`src/rtl/serial_adder_pkg.sv`:
```
// serial_adder_pkg: shared FSM state type and counter-width helper for the
// bit-serial adder stage.
package serial_adder_pkg;

   // Control states of the serial adder
   typedef enum logic [1:0] {
      IDLE  = 2'd0,
      SHIFT = 2'd1,
      DONE  = 2'd2
   } state_t;

   // Width of the bit counter needed to index WIDTH shift steps
   function automatic int CNT_W(input int width);
      return $clog2(width);
   endfunction

endpackage

```
`src/rtl/serial_fa_cell.sv`:
```
// serial_fa_cell: single combinational full-adder cell that the serial adder
// reuses once per clock.
module serial_fa_cell (
   input  logic inA,
   input  logic inB,
   input  logic cin,
   output logic sum,
   output logic Cout
);

   assign sum  = inA ^ inB ^ cin;
   assign Cout = (inA & inB) | (inA & cin) | (inB & cin);

endmodule

```
`src/rtl/serial_adder.sv`:
```
// serial_adder: bit-serial WIDTH-bit adder, LSB first, one bit per clock,
// valid/ready on both sides, one operand pair in flight.
// Optional subtract support is compiled in with SERIAL_ADDER_SUB_EN
// (adds the sub port; sub=1 computes inA + ~inB + 1).
module serial_adder
   import serial_adder_pkg::*;
#(
   parameter int WIDTH = 8
) (
   input  logic             clk,
   input  logic             rst_n,
   input  logic             in_valid,
   output logic             in_ready,
   input  logic [WIDTH-1:0] inA,
   input  logic [WIDTH-1:0] inB,
`ifdef SERIAL_ADDER_SUB_EN
   input  logic             sub,
`endif
   output logic             out_valid,
   input  logic             out_ready,
   output logic [WIDTH-1:0] sum,
   output logic             Cout
);

   localparam int CW = CNT_W(WIDTH);

   state_t           r_state;
   state_t           w_state_nxt;
   logic [WIDTH-1:0] r_sha;
   logic [WIDTH-1:0] r_shb;
   logic [WIDTH-1:0] r_sum;
   logic [CW-1:0]    r_cnt;
   logic             r_carry;
   logic             r_cout;
   logic             w_sub;
   logic             w_last;
   logic             w_fa_sum;
   logic             w_fa_cout;

`ifdef SERIAL_ADDER_SUB_EN
   assign w_sub = sub;
`else
   assign w_sub = 1'b0;
`endif

   assign w_last = (r_cnt == CW'(WIDTH - 1));

   serial_fa_cell u_fa (
      .inA  (r_sha[0]),
      .inB  (r_shb[0]),
      .cin  (r_carry),
      .sum  (w_fa_sum),
      .Cout (w_fa_cout)
   );

   // State register; reset aborts any operation in flight
   always_ff @(posedge clk or negedge rst_n) begin
      if (!rst_n) r_state <= IDLE;
      else        r_state <= w_state_nxt;
   end

   // Next-state decode: accept in IDLE, WIDTH shifts, hold result until taken
   always_comb begin
      w_state_nxt = r_state;
      case (r_state)
         IDLE:    if (in_valid)  w_state_nxt = SHIFT;
         SHIFT:   if (w_last)    w_state_nxt = DONE;
         DONE:    if (out_ready) w_state_nxt = IDLE;
         default:                w_state_nxt = IDLE;
      endcase
   end

   // Datapath: operand capture, one full-adder step per SHIFT cycle
   always_ff @(posedge clk or negedge rst_n) begin
      if (!rst_n) begin
         r_sha   <= '0;
         r_shb   <= '0;
         r_sum   <= '0;
         r_cnt   <= '0;
         r_carry <= 1'b0;
         r_cout  <= 1'b0;
      end else begin
         case (r_state)
            IDLE: begin
               if (in_valid) begin
                  r_sha   <= inA;
                  // Two's complement subtract: invert B, inject 1 via carry-in
                  r_shb   <= w_sub ? ~inB : inB;
                  r_carry <= w_sub;
                  r_cnt   <= '0;
               end
            end
            SHIFT: begin
               r_carry <= w_fa_cout;
               r_sha   <= r_sha >> 1;
               r_shb   <= r_shb >> 1;
               r_sum   <= {w_fa_sum, r_sum[WIDTH-1:1]};
               r_cnt   <= r_cnt + 1'b1;
               if (w_last) r_cout <= w_fa_cout;
            end
            default: ;
         endcase
      end
   end

   assign in_ready  = (r_state == IDLE);
   assign out_valid = (r_state == DONE);
   assign sum       = r_sum;
   assign Cout      = r_cout;

endmodule

```
`config.mk`:
```
export PLATFORM = sky130hd
export DESIGN_NAME = serial_adder
export DESIGN_NICKNAME = d
export VERILOG_FILES = /design/src/rtl/serial_adder_pkg.sv /design/src/rtl/serial_fa_cell.sv /design/src/rtl/serial_adder.sv
export SDC_FILE = /design/constraint.sdc
export NUM_CORES = 1
export LEC_CHECK = 0
export CORE_MARGIN = 8
export CORE_UTILIZATION = 43
export CTS_CLUSTER_SIZE = 14
export DETAILED_ROUTE_END_ITERATION = 8
export GPL_TIMING_DRIVEN = 0
export MAX_ROUTING_LAYER = met4
export PLACE_DENSITY_LB_ADDON = 0.2
export SETUP_SLACK_MARGIN = 0.1
export SLEW_MARGIN = 20
export SYNTH_ARGS = -nofsm -noshare
export SYNTH_HDL_FRONTEND = slang
export SYNTH_SLANG_ARGS = --single-unit
```
`constraint.sdc`:
```
create_clock -name clk -period 1.8 [get_ports clk]
set_input_delay 0.36 -clock clk [delete_from_list [all_inputs] [get_ports clk]]
set_output_delay 0.36 -clock clk [all_outputs]
set_load 0.005 [all_outputs]
```
==> results.py <==
metrics = {
    "outcome": {
        "status": "finished, final reports clean",
    },
    "setup_path": {
        "rrSetupSlack_ns": 0.48,
        "reg2reg_to": "Cout",
        "cp_num_buf_inv": 3,
        "crit_path_max_fanout": 15,
        "path_cells": "buf_6, inv_8, nor2_1, dlygate4sd2_1",
        "required_ns": 1.44,
        "start_kind": "flop",
        "reg2reg_from": "r_cnt[0]",
        "cp_top_family": "buffers and inverters",
        "crit_arrival_ns": 1.26,
        "cpPeakStageDelay_ns": 0.38,
        "ff2ff_path_depth": 4,
        "cp_slowest_cell": "dfrtp_1",
        "worst_setup_path_end_kind": "primary output",
        "worstSetupPathType": "reg2out",
        "cp.depth": 4,
    },
    "timing": {
        "final-hold-violation-count": 0,
        "timing.final.crit_share_pct": 89.81,
        "drv_slew": 0,
        "holdWs_ns": 0.06821,
        "finalSetupViolCount": 0,
        "slew_headroom_pct": 54.68,
        "clock_skew_ns": 0.008148,
        "rsz0062_at_grt": "no",
        "fin_crit_ns": 1.617,
        "fmax_ghz": 0.6186,
        "worst_slew_pin_slew_ns": 0.6798,
    },
    "routing": {
        "ant_nets": 0,
        "vias_per_cell": 5.284,
        "drt-initial-drc-count": 65,
        "wirelength_um": 3094,
        "drtPass1Iterations": 4,
        "wl_per_cell_um": 14.39,
        "drc_errors": 0,
        "vias": 1136,
    },
    "yosys": {
        "netlist_instances": 131,
        "synth_area_um2": 1440,
        "synth_top_area_cell": "dfrtp_1",
        "syn_area_per_cell_um2": 10.99,
        "synth_nets": 154,
        "ys_seq_elements": 31,
        "ys_seq_area_share_pct": 53.87,
        "ys_top_cells_by_area": "dfrtp_1 54%, o22ai_1 8.7%, nand2_1 7.3%",
        "synth_cell_types": 29,
        "synth_top_area_share_pct": 53.87,
        "yosys_warnings": 0,
    },
    "pwr": {
        "power.total_uw": 3019,
        "p_leak_uw": 0.0008300,
        "pwr_density_cell_nw_per_um2": 1632,
        "irDropWorstVdd_mv": 0.6340,
    },
    "clock_tree": {
        "cts_tree": "done",
        "clk_pin_slew_ns": 0.09,
        "numClockSinks": 31,
        "clockBufferDepth": 2,
        "clock_latency_ns": 0.33,
        "cts_root_buf": "clkbuf_4",
        "cts_buffers": 5,
        "cts_hold_buf": 0,
        "cts_htree_levels": 2,
    },
    "layout": {
        "final_common_cell": "dfrtp_1",
        "diodes": 0,
        "nets": 191,
        "fin_util_pct": 56.30,
        "area_growth_pct": 28.41,
        "final_area_um2": 1849,
        "layout_common_cells": "31 x dfrtp_1, 28 x nand2_1, 27 x clkdlybuf4s50_1, 20 x o22ai_1, 9 x a21oi_1",
        "drive_gt1_share_pct": 18.93,
    },
    "grt": {
        "grt_max_degree": 32,
        "grt_usage_pct": 13.45,
        "grt_first_pass_wirelength_um": 5464,
        "grt_pass1_vias": 1205,
        "overflow": 0,
        "antenna_found_initial": 0,
    },
    "run": {
        "maxCapViolCount": 0,
    },
    "die": {
        "rows": 21,
        "core-area_um2": 3284,
        "die_x_um": 73.87,
        "die_h_um": 73.87,
        "initial_core_util_pct": 43.85,
        "dieArea_um2": 5457,
        "pin_count": 31,
    },
    "place": {
        "dp_hpwl_um": 2266,
        "placed_area_um2": 1793,
        "gp_congestion": 0.8353,
        "portBuffers": 30,
    },
    "worst_hold_path": {
        "hp-class": "in2async",
    },
}
-- layout make-up --
cell class | instances | area (um^2)
tap | 46 | 57.56
clock buffer | 5 | 37.54
clock inverter | 3 | 15.01
inverter | 2 | 15.01
timing repair buffer | 31 | 296.5
buffer | 8 | 80.08
multi-input combinational | 89 | 571.8
fill | 319 | 1435
sequential | 31 | 775.7
-- state kept, by name, indices dropped and copies added (netlist names) --
register and flops:
r_cnt 3, Cout 1, r_carry 1, sum 8, r_sha 8, r_state 2
r_shb 8
-- layer usage --
| metal | global-route usage, % | up-vias | part of all wire (%) | routed length, um |
|---|---|---|---|---|
| li1 | - | 545 | - | - |
| met4 | 6.874 | 0 | 2.1 | 64 |
| met2 | 21.06 | 29 | 49 | 1512 |
| met5 | - | - | 0 | 0 |
| met3 | 4.911 | 9 | 5.5 | 170 |
| met1 | 14.67 | 553 | 44 | 1346 |
-- cell usage after synthesis --
| library cell | n |
|---|---|
| nor2_1 | 2 |
| buf_2 | 2 |
| o21ai_1 | 3 |
| o21bai_2 | 1 |
| nor2_2 | 1 |
| o31ai_1 | 1 |
| nand3b_1 | 1 |
| buf_8 | 1 |
| o21ai_0 | 2 |
| a2bb2oi_1 | 4 |
| a22o_1 | 3 |
| fa_1 | 1 |
| nor2b_4 | 1 |
| inv_2 | 2 |
| a21oi_2 | 1 |
| nand2b_1 | 1 |
| o221a_2 | 1 |
| buf_6 | 4 |
| o22ai_1 | 20 |
| mux2_4 | 1 |
| ha_1 | 2 |
| nand2_1 | 28 |
| dfrtp_1 | 31 |
| o22ai_2 | 2 |
| nor2_4 | 1 |
| buf_4 | 2 |
| nor2b_1 | 1 |
| a21oi_1 | 9 |
| nand2b_4 | 2 |
-- worst register-to-register path, cell delays in order (launching register included) --
cell,delay (ns)
dfrtp_1,0.41
ha_1,0.21
ha_1,0.19
nand2_1,0.10
mux2_4,0.30
-- logic make-up after synthesis --
| logic type | count (synthesis) | share of synthesized area (%) |
|---|---|---|
| AO/OA/AOI/OAI | 47 | 22.24 |
| AND/OR/NAND/NOR | 38 | 13.29 |
| flip-flops | 31 | 53.87 |
| buffers and inverters | 11 | 6.429 |
| adder cells (fa/ha/maj) | 3 | 3.127 |
| multiplexers | 1 | 1.042 |
-- repair_timing --
action,in CTS,in global routing
endpoints found under the hold margin,0,0
setup endpoints to repair,2,2
pin swaps,0,0
setup buffers,1,0
cloned,0,0
gates resized for setup,4,3
-- where the power goes --
part	leakage, uW	total (uW)	switching (uW)	internal [uW]
sequential	0.000374	1260	231	1020
combinational	0.000421	1390	619	768
clock	0.0000347	377	232	145
-- stage by stage --
| stage | setup slack, ns | setup TNS [ns] | cells |
|---|---|---|---|
| after floorplan | 0.5541 | 0 | 131 |
| after global placement | -0.1881 | -5.801 | 207 |
| after detailed placement | 0.07920 | 0 | 207 |
| after CTS | 0.1339 | 0 | 215 |
| after global routing | 0.1147 | 0 | 215 |
| final | 0.1834 | 0 | 215 |
-- worst max-delay path by stage --
stage	from	end	slack [ns]
finish	r_state[1]	out_valid	0.18
detailed placement	r_state[1]	out_valid	0.08
global route	r_state[1]	out_valid	0.11
CTS	r_state[1]	out_valid	0.13
floorplan	r_cnt[0]	Cout	0.55
global placement	rst_n	r_shb[4]	-0.19
(Power assumes the default switching activity.)
